<file path="src/rtl/priority_encoder_83_pkg.sv">
// Shared constants and types for the 8-to-3 priority encoder.
// The encoded width is derived from the request width so the two never drift.
package priority_encoder_83_pkg;

  localparam int PE_IN_W  = 8;
  localparam int PE_OUT_W = $clog2(PE_IN_W);

  typedef logic [PE_IN_W-1:0]  pe_req_t;
  typedef logic [PE_OUT_W-1:0] pe_idx_t;

  // Packed view of the registered result, handy for checkers: {valid, y}.
  typedef struct packed {
    logic    valid;
    pe_idx_t y;
  } pe_result_t;

endpackage

</file>
<file path="src/rtl/priority_encoder_83_core.sv">
// Combinational priority encoder: the highest-numbered set bit wins.
// Returns index 0 with any=0 when nothing is set; callers use any to tell
// "no request" apart from "request 0".
module priority_encoder_83_core #(
  parameter int IN_W  = 8,
  parameter int OUT_W = $clog2(IN_W)
) (
  input  logic [IN_W-1:0]  req,
  output logic [OUT_W-1:0] idx,
  output logic             any
);

  logic found;

  // MSB-first scan; the first set bit encountered from the top is latched in.
  always_comb begin
    idx   = '0;
    found = 1'b0;
    for (int i = IN_W - 1; i >= 0; i--) begin
      if (req[i] && !found) begin
        idx   = i[OUT_W-1:0];
        found = 1'b1;
      end
    end
    any = found;
  end

endmodule

</file>
<file path="src/rtl/priority_encoder_83.sv">
// 8-to-3 priority encoder with a single registered output stage.
// Latency is exactly one cycle: y/valid reflect val sampled on the previous
// rising edge. There is no enable and no handshake; the outputs update every
// cycle and come straight from flops. IN_W must be a power of two, >= 2.
module priority_encoder_83
  import priority_encoder_83_pkg::*;
#(
  parameter int IN_W = PE_IN_W
) (
  input  logic                     clk,
  input  logic                     rst,
  input  logic [IN_W-1:0]          val,
  output logic [$clog2(IN_W)-1:0]  y,
  output logic                     valid
);

  localparam int OUT_W = $clog2(IN_W);

  logic [OUT_W-1:0] enc_idx;
  logic             enc_any;

  priority_encoder_83_core #(
    .IN_W  (IN_W),
    .OUT_W (OUT_W)
  ) u_core (
    .req (val),
    .idx (enc_idx),
    .any (enc_any)
  );

  // Output register; synchronous reset takes priority over the sampled request.
  always_ff @(posedge clk) begin
    if (rst) begin
      y     <= '0;
      valid <= 1'b0;
    end else begin
      y     <= enc_idx;
      valid <= enc_any;
    end
  end

endmodule

</file>
<file path="config.mk">
export PLATFORM = sky130hd
export DESIGN_NAME = priority_encoder_83
export DESIGN_NICKNAME = d
export VERILOG_FILES = /design/src/rtl/priority_encoder_83_pkg.sv /design/src/rtl/priority_encoder_83_core.sv /design/src/rtl/priority_encoder_83.sv
export SDC_FILE = /design/constraint.sdc
export NUM_CORES = 1
export LEC_CHECK = 0
export ABC_AREA = 1
export CORE_AREA = 2 2 39 41
export CTS_CLUSTER_DIAMETER = 100
export DETAILED_ROUTE_END_ITERATION = 8
export DIE_AREA = 0 0 41 43
export HOLD_SLACK_MARGIN = 0.06
export PLACE_DENSITY_LB_ADDON = 0.25
export REMOVE_ABC_BUFFERS = 1
export SYNTH_ARGS = -nofsm -noshare
export SYNTH_HDL_FRONTEND = slang
export SYNTH_SLANG_ARGS = --single-unit
</file>
<file path="constraint.sdc">
create_clock -name clk -period 1 [get_ports clk]
set_input_delay 0.2 -clock clk [delete_from_list [all_inputs] [get_ports clk]]
set_output_delay 0.2 -clock clk [all_outputs]
set_load 0.005 [all_outputs]
</file>
==> results of run 1 <==
## power by group through the flow
stage	clock network (W)	registers (W)	logic, W
4_1_cts	0.000197	0.000173	0.0000919
3_3_place_gp	0	0.000175	0.000105
3_5_place_dp	0	0.000176	0.000105
6_report	0.000191	0.000173	0.0000939
2_1_floorplan	0	0.000178	0.0000296
5_1_grt	0.000213	0.000174	0.000105
## layout by cell type (no fill, tap or decap), drive strengths merged
cell type      n
nand4          2
nand2          6
dfxtp          4
o21ai          1
clkdlybuf4s15  3
nor2           9
buf            4
a21oi          2
dlygate4sd2    7
inv            6
clkdlybuf4s50  3
clkbuf         3
nand3          1
## what timing repair did
item / 4_1_cts / 5_1_grt
gates cloned: 0 / 0
endpoints found under the setup margin: 8 / 4
hold endpoints to repair: 0 / 0
buffers inserted: 1 / 0
gates resized for setup: 10 / 4
pin swaps: 7 / 6
## worst min-delay path, stage by stage
cell and delay (ps):
dlygate4sd2_1 220, a21oi_1 70, nor2_1 80
## final timing paths
kind	slack, ps	to	from
max	30	valid	valid
min	380	y[1]	val[2]
## metrics by stage
stage,util,cell area [um^2]
5_1_grt,0.300,415
3_3_place_gp,0.281,389
3_5_place_dp,0.281,389
4_1_cts,0.294,407
2_1_floorplan,-,216
6_report,0.300,415
## area by class of cell
| type | instances | area (um^2) | share of cell area |
|---|---|---|---|
| inverters | 6 | 22.5 | 0.0542 |
| flip-flops and latches | 4 | 80.1 | 0.193 |
| well taps | 16 | 20.0 | 0.0482 |
| repair buffers | 17 | 151 | 0.364 |
| clock buffers | 3 | 22.5 | 0.0542 |
| multi-input cells | 21 | 119 | 0.286 |
## registers in the layout (all words and copies together), names as in the netlist
signal / flops
y: 3
valid: 1
## routing by layer
layer	track usage	share of wire	vias up
li1	-	-	139
met1	0.0767	0.44	98
met2	0.0781	0.46	11
met3	0.0314	0.097	0
met4	0.0800	0	0
met5	0	0	-
## cell families (layout without fill, tap and decap cells)
kind of cell | count (synthesis) | in the layout | share of synthesized area
compound gates | 3 | 3 | 0.0693
buf+inv | 6 | 26 | 0.104
flops | 4 | 4 | 0.370
simple gates | 18 | 18 | 0.457
==> results.py, run 1 <==
metrics = {
    "status": {
        "status": "completed",
    },
    "run": {
        "maxCapViolCount": 0,
    },
    "cts": {
        "clock-sinks": 4,
        "h-tree-depth": 1,
        "clk_pin_slew_ps": 40,
        "cts-root-buf": "clkbuf_4",
        "numCtsBuffers": 3,
        "cts.hold.buffers_added": 0,
        "clockBufferDepth": 2,
        "cts_tree": "yes",
    },
    "drt": {
        "routedWlPerCell_um": 6.91,
        "wl_um": 463,
        "drc_errors": 0,
        "vias_per_cell": 3.70,
        "drtIter0Drc": 1,
        "ant_nets": 0,
        "num_vias": 248,
        "dr.pass1.iters": 2,
    },
    "sta": {
        "slew_viol_final": 0,
        "setup_viol": 0,
        "timing.setup.tns_ps": 0,
        "fin_crit_ps": 965,
        "fmax_mhz": 1040,
        "fin_ws_ps": 34.9,
        "timing.final.crit_share": 0.965,
        "rsz0062_at_grt": "false",
        "hold_viol": 0,
        "worst_pin_slew_ps": 175,
        "slew_headroom": 0.883,
        "fin_hold_ws_ps": 383,
    },
    "final_layout": {
        "n_antenna_cell": 0,
        "fillers": 157,
        "area_growth_pct": 91.9,
        "final_layout_size_suffix_gt1_frac": 0.235,
        "fin_cells": 67,
        "layout.nets": 63,
    },
    "power_and_ir_drop": {
        "intPower_w": 0.000358,
        "switchingPower_w": 0.0000990,
        "combPwrFrac": 0.205,
        "powerDensity_mw_per_mm2": 1100,
        "p_sw_frac": 0.217,
        "power_w": 0.000457,
        "p_leak_nw": 0.215,
        "clkPwrFrac": 0.417,
        "pwr-share-seq": 0.378,
        "vdd_drop_max_mv": 0.264,
    },
    "setup_path": {
        "crit_chain": "dlygate4sd2_1",
        "crit_buf_inv": 1,
        "crit_family": "flip-flops",
        "setup.worst_path.class": "reg -> out",
        "crit_arrival_ps": 770,
        "crit_path_start_kind": "flop",
        "crit_slowest_cell": "dfxtp_1",
        "cp_num_cells": 1,
        "crit_fanout": 1,
        "required_ps": 800,
        "cp-end-kind": "output port",
        "slowest_delay_ps": 290,
    },
    "synth": {
        "yosys-top-cells-area": "dfxtp_1 37%, nor2_1 10%, nor2_4 10%",
        "syn_inst": 31,
        "yosysMostFrequentCell": "nor2_1",
        "netlist_area_um2": 216,
        "synth_top_area_cell": "dfxtp_1",
        "synth_top_cell_area_share": 0.370,
        "async_flop_share": 0,
        "synthDistinctLibCells": 12,
        "synth-seq-cells": 4,
        "yosysWarningCount": 0,
        "synth_common_cells": "6 x nor2_1, 5 x inv_1, 5 x nand2_1, 4 x dfxtp_1",
        "synth_edf_count": 0,
        "syn_avg_cell_area_um2": 6.98,
        "yosysSeqAreaShare": 0.370,
        "ys.flop_type": "dfxtp_1",
    },
    "grt": {
        "overflow": 0,
        "track_usage": 0.0671,
        "grt_pass1_wl_um": 752,
        "grt_pass1_vias": 192,
        "grt_max_degree": 5,
        "antenna_found_initial": 0,
    },
    "min_path": {
        "hold_depth": 3,
        "hold_class": "in -> reg",
    },
    "floorplanning": {
        "io_pins": 14,
        "core_area_mm2": 0.00138,
        "die_w_um": 41,
        "rows": 14,
        "initial_core_util": 0.156,
        "dieArea_mm2": 0.00176,
        "fp.dieH_um": 43,
    },
    "place": {
        "port_buffers": 13,
        "pre_cts_ws_ps": -376,
        "place_congestion": 0.688,
        "dp_hpwl_um": 403,
        "place_inst": 63,
    },
}
(Power assumes the default switching activity.)
==> run 2: changes to the inputs <==
--- a/config.mk
+++ b/config.mk
@@ -14,4 +14,5 @@
 export PLACE_DENSITY_LB_ADDON = 0.25
 export REMOVE_ABC_BUFFERS = 1
+export SLEW_MARGIN = 20
 export SYNTH_ARGS = -nofsm -noshare
 export SYNTH_HDL_FRONTEND = slang
==> constraint.sdc (replaced) <==
create_clock -name clk -period 1 [get_ports clk]
set_input_delay 0.2 -clock clk [delete_from_list [all_inputs] [get_ports clk]]
set_output_delay 0.2 -clock clk [all_outputs]
set_load 0.02 [all_outputs]
==> run 2 against run 1 <==
  * Global-route usage unchanged
  * Count of clock-buffer cells in the layout unchanged
  * Flip-flop and latch count unchanged
  * Sequential power about the same
  * Fmax decreased by 0.11%
  * Total power increased by 2.5%
  * Die area unchanged
  * Final area decreased by 2.1%
  * Via count increased by 0.40%
  * Critical path type unchanged
==> results.py, run 2 (same netlist as run 1, synthesis figures left out) <==
metrics = {
    "status": {
        "status": "completed",
    },
    "sta": {
        "worst_pin_slew_ps": 175,
        "fin_ws_ps": 33.8,
        "slew_viol_final": 0,
        "hold_viol": 0,
        "fin_crit_ps": 966,
        "setup_viol": 0,
        "fin_hold_ws_ps": 383,
        "slew_headroom": 0.883,
        "timing.final.crit_share": 0.966,
        "rsz0062_at_grt": "false",
        "fmax_mhz": 1030,
    },
    "drt": {
        "vias_per_cell": 3.72,
        "routedWlPerCell_um": 6.94,
        "drtIter0Drc": 4,
        "num_vias": 249,
        "ant_nets": 0,
        "drc_errors": 0,
        "wl_um": 465,
        "dr.pass1.iters": 2,
    },
    "cts": {
        "cts.hold.buffers_added": 0,
        "numCtsBuffers": 3,
        "clockBufferDepth": 2,
        "cts_tree": "yes",
        "cts-root-buf": "clkbuf_4",
        "clk_pin_slew_ps": 40,
        "h-tree-depth": 1,
        "clock-sinks": 4,
    },
    "grt": {
        "grt_pass1_vias": 192,
        "antenna_found_initial": 0,
        "grt_pass1_wl_um": 752,
        "track_usage": 0.0671,
        "overflow": 0,
        "grt_max_degree": 5,
    },
    "setup_path": {
        "crit_fanout": 1,
        "required_ps": 800,
        "slowest_delay_ps": 290,
        "crit_arrival_ps": 770,
        "crit_path_start_kind": "flop",
        "cp-end-kind": "output port",
        "crit_family": "flip-flops",
        "setup.worst_path.class": "reg -> out",
        "crit_slowest_cell": "dfxtp_1",
        "crit_buf_inv": 1,
        "crit_chain": "clkdlybuf4s15_2",
    },
    "final_layout": {
        "top_regs": "y (3), valid (1)",
        "area_growth_pct": 87.9,
        "n_antenna_cell": 0,
        "largest_reg_flops": 3,
        "final_layout_size_suffix_gt1_frac": 0.314,
        "postLayoutCoreUtil": 0.294,
        "layout.nets": 63,
        "final_common_cell": "nor2_1",
        "design_area_um2": 407,
        "layout_common_cells": "6 x nor2_1, 5 x nand2_1, 5 x inv_1",
        "top_register": "y",
    },
    "floorplanning": {
        "initial_core_util": 0.156,
        "dieArea_mm2": 0.00176,
        "fp.dieH_um": 43,
        "core_area_mm2": 0.00138,
        "io_pins": 14,
        "die_w_um": 41,
        "rows": 14,
    },
    "place": {
        "place_congestion": 0.688,
        "place_area_um2": 389,
        "port_buffers": 13,
        "dp_hpwl_um": 403,
        "pre_cts_ws_ps": -376,
    },
    "power_and_ir_drop": {
        "vdd_drop_max_mv": 0.267,
        "p_leak_nw": 0.208,
        "powerDensity_mw_per_mm2": 1150,
    },
    "min_path": {
        "hold_class": "in -> reg",
    },
    "run": {
        "maxCapViolCount": 0,
    },
}
[run 2: cell types whose count changed in the layout (fill, tap and decap cells not counted)]
cell,before,now
dlygate4sd2_1,7,3
clkdlybuf4s15_2,0,1
buf_2,0,3
[run 2: report_power, final]
part	switching, W	leakage (nW)	total (W)	internal, W
clock	0.0000570	0.0138	0.000191	0.000134
sequential	0.00000184	0.0336	0.000173	0.000171
combinational	0.0000522	0.161	0.000105	0.0000529
total	0.000111	0.208	0.000469	0.000358
[run 2: final timing paths]
check / cells past startpoint / slack (ps) / endpoint / from
setup / recovery: 1 / 30 / y[0] / y[0]
hold / removal: 3 / 380 / y[1] / val[2]
[run 2: cell type report]
| cell class | instances | area, um^2 |
|---|---|---|
| clock buffer | 3 | 22.5 |
| timing repair buffer | 17 | 143 |
| multi-input combinational | 21 | 119 |
| inverter | 6 | 22.5 |
| fill | 157 | 977 |
| sequential | 4 | 80.1 |
| tap | 16 | 20.0 |
[run 2: stage by stage]
stage | power, W | setup TNS (ps) | instances
5_1_grt | 0.000503 | 0 | 67
4_1_cts | 0.000479 | 0 | 67
3_5_place_dp | 0.000293 | -1730 | 63
3_3_place_gp | 0.000293 | -1610 | 63
2_1_floorplan | 0.000219 | 0 | 31
6_report | 0.000469 | 0 | 67
[run 2: layer usage]
metal	track usage	vias up	routed length (um)	share of wire
li1	-	139	-	-
met1	0.0767	99	195	0.42
met4	0.0800	0	0	0
met3	0.0314	0	59	0.13
met5	0	-	0	0
met2	0.0781	11	209	0.45
[run 2: timing repair]
action / in CTS / in global routing
buffers inserted: 1 / 0
pin swaps: 7 / 7
resized for setup: 18 / 7
endpoints found under the setup margin: 8 / 7
==> RTL edit (config.mk and constraints of run 1) <==
Remove the register `valid`: a continuous assignment takes its place, so the output `valid` follows one clock earlier. Comments in the files are not updated.
--- a/src/rtl/priority_encoder_83.sv
+++ b/src/rtl/priority_encoder_83.sv
@@ -32,12 +32,12 @@
   always_ff @(posedge clk) begin
     if (rst) begin
       y     <= '0;
-      valid <= 1'b0;
     end else begin
       y     <= enc_idx;
-      valid <= enc_any;
     end
   end
 
+  assign valid = enc_any;
+
 endmodule
 
Function: changed (a bounded check fails within 4 cycles, from zero or initial values and one cycle with rst high).
==> RTL edit against run 1 <==
The flow now finishes with violations (setup timing). Final area up 18%. Critical path depth grew 5. Sequential cell count shrank 1. Core utilization increased by 5.3 points. Synthesized cell count down 3.2%. Wire length grew 13%. Setup slack got worse by 89 ps. Worst hold slack got worse by 77 ps. Combinational power up 25%. Area after synthesis down 14%. First-iteration DRC count unchanged. Power is 0.52% higher. Largest power group unchanged.
==> RTL edit: results (changes against run 1) <==
For the largest net degree at the start of global routing, the log shows 4 (was 5). The sequential-to-total area share from yosys stat is 32.4% (was 37.0%), and the met1 global-route usage is 9.27% (was 7.67%). The via count normalized by instance count is 3.48 (was 3.70). The leakage power is 0.000247 µW (was 0.000215 µW).

The tools report the worst min-delay path startpoint as val[7] (was val[2]). The largest stage delay on the critical path is 150 ps (was 290 ps). The logs give 345 µm (was 403 µm) for the sum of net half-perimeters after detailed placement and 163 (was 157) for the number of filler cells placed in the layout. The final net count was 70 (was 63); the setup-violating endpoint count in the final report was 1 (was 0). The flow ran to the end, but the final reports show violations. For the final routed wirelength across all metal layers, the log shows 522 µm (was 463 µm). The final reports fail on setup timing. The slowest library cell on the worst path is sky130_fd_sc_hd__nor2_1 (was sky130_fd_sc_hd__dfxtp_1). The cell class contributing the biggest share of worst-path delay was simple AND/OR/NAND/NOR gates (was flip-flops).

Wire length of the first global-routing pass: 979 µm (was 752 µm). The tools report the slack of the critical path as -54.1 ps (was 34.9 ps). The post-synthesis area per instance is 6.17 µm² (was 6.98 µm²).

Total routing resource utilization after global routing: 8.82% (was 6.71%). Largest registers ranked by flip-flop count: y x3 (was y x3, valid x1). The run gives 11 (was 12) as the unique cell type count in the Yosys netlist. The worst slew slack as a fraction of its limit was 91.2% (was 88.3%); the data arrival time of the critical path was 850 ps (was 770 ps).

The total instance count after detailed placement is 64 (was 63).
==> RTL edit: cell types whose count changed in the layout (fill, tap and decap cells not counted), sizes merged <==
| cell | delta |
|---|---|
| a21oi | -1 |
| and2 | +1 |
| buf | +14 |
| clkbuf | +2 |
| clkdlybuf4s50 | -2 |
| dfxtp | -1 |
| dlygate4sd2 | -5 |
| inv | -1 |
| nand2 | +2 |
| nand3 | -1 |
| nand4 | -1 |
| nor2 | +2 |
| o21ai | -1 |
==> RTL edit: how the worst max path moves through the flow <==
stage	startpoint	end	slack, ps	cells after the start
5_1_grt	val[4]	valid	-130	6
4_1_cts	val[7]	valid	-140	6
3_5_place_dp	val[5]	valid	-740	6
3_3_place_gp	val[5]	valid	-730	6
2_1_floorplan	val[4]	y[1]$_SDFF_PP0_	160	6
6_report	val[4]	valid	-50	6
==> RTL edit: power by group through the flow <==
stage	clock (µW)	combinational, µW	sequential (µW)
2_1_floorplan	0	25.7	134
3_3_place_gp	0	101	132
3_5_place_dp	0	101	132
4_1_cts	223	104	130
5_1_grt	241	131	131
6_report	212	117	130
==> RTL edit: repair_timing <==
item                       4_1_cts  5_1_grt
resized for setup               44       11
setup endpoints to repair        7        7
cloned                           0        0
pin swaps                       11       10
setup buffers                   13        1
==> RTL edit: kinds of logic after synthesis <==
logic type	count (synthesis)
flip-flops	3
AND/OR/NAND/NOR	21
AO/OA/AOI/OAI	1
buffers and inverters	5
==> RTL edit: tightest hold or removal path: stages <==
cell and delay (ps):
sky130_fd_sc_hd__buf_6 80, sky130_fd_sc_hd__a21oi_1 30, sky130_fd_sc_hd__nand2_1 70, sky130_fd_sc_hd__nor2_2 40, sky130_fd_sc_hd__nor2_1 80
==> RTL edit: area by class of cell <==
cell class | count | area [µm²] | area share, %
clock buffers | 4 | 26.3 | 5.37
inverters | 5 | 18.8 | 3.84
multi-input cells | 22 | 149 | 30.4
flip-flops and latches | 3 | 60.1 | 12.3
well taps | 16 | 20.0 | 4.09
repair buffers | 25 | 215 | 44.0
==> RTL edit: layer usage <==
| metal | share of wire [%] | vias to the layer above |
|---|---|---|
| li1 | - | 146 |
| met1 | 34 | 103 |
| met2 | 56 | 12 |
| met3 | 10 | 0 |
| met4 | 0 | 0 |
| met5 | 0 | - |
==> RTL edit: through the flow <==
stage	setup WS [ps]	utilization, %
6_report	-54.1	35.4
2_1_floorplan	160	-
3_3_place_gp	-734	26.9
4_1_cts	-139	35.1
5_1_grt	-127	35.4
3_5_place_dp	-739	26.9
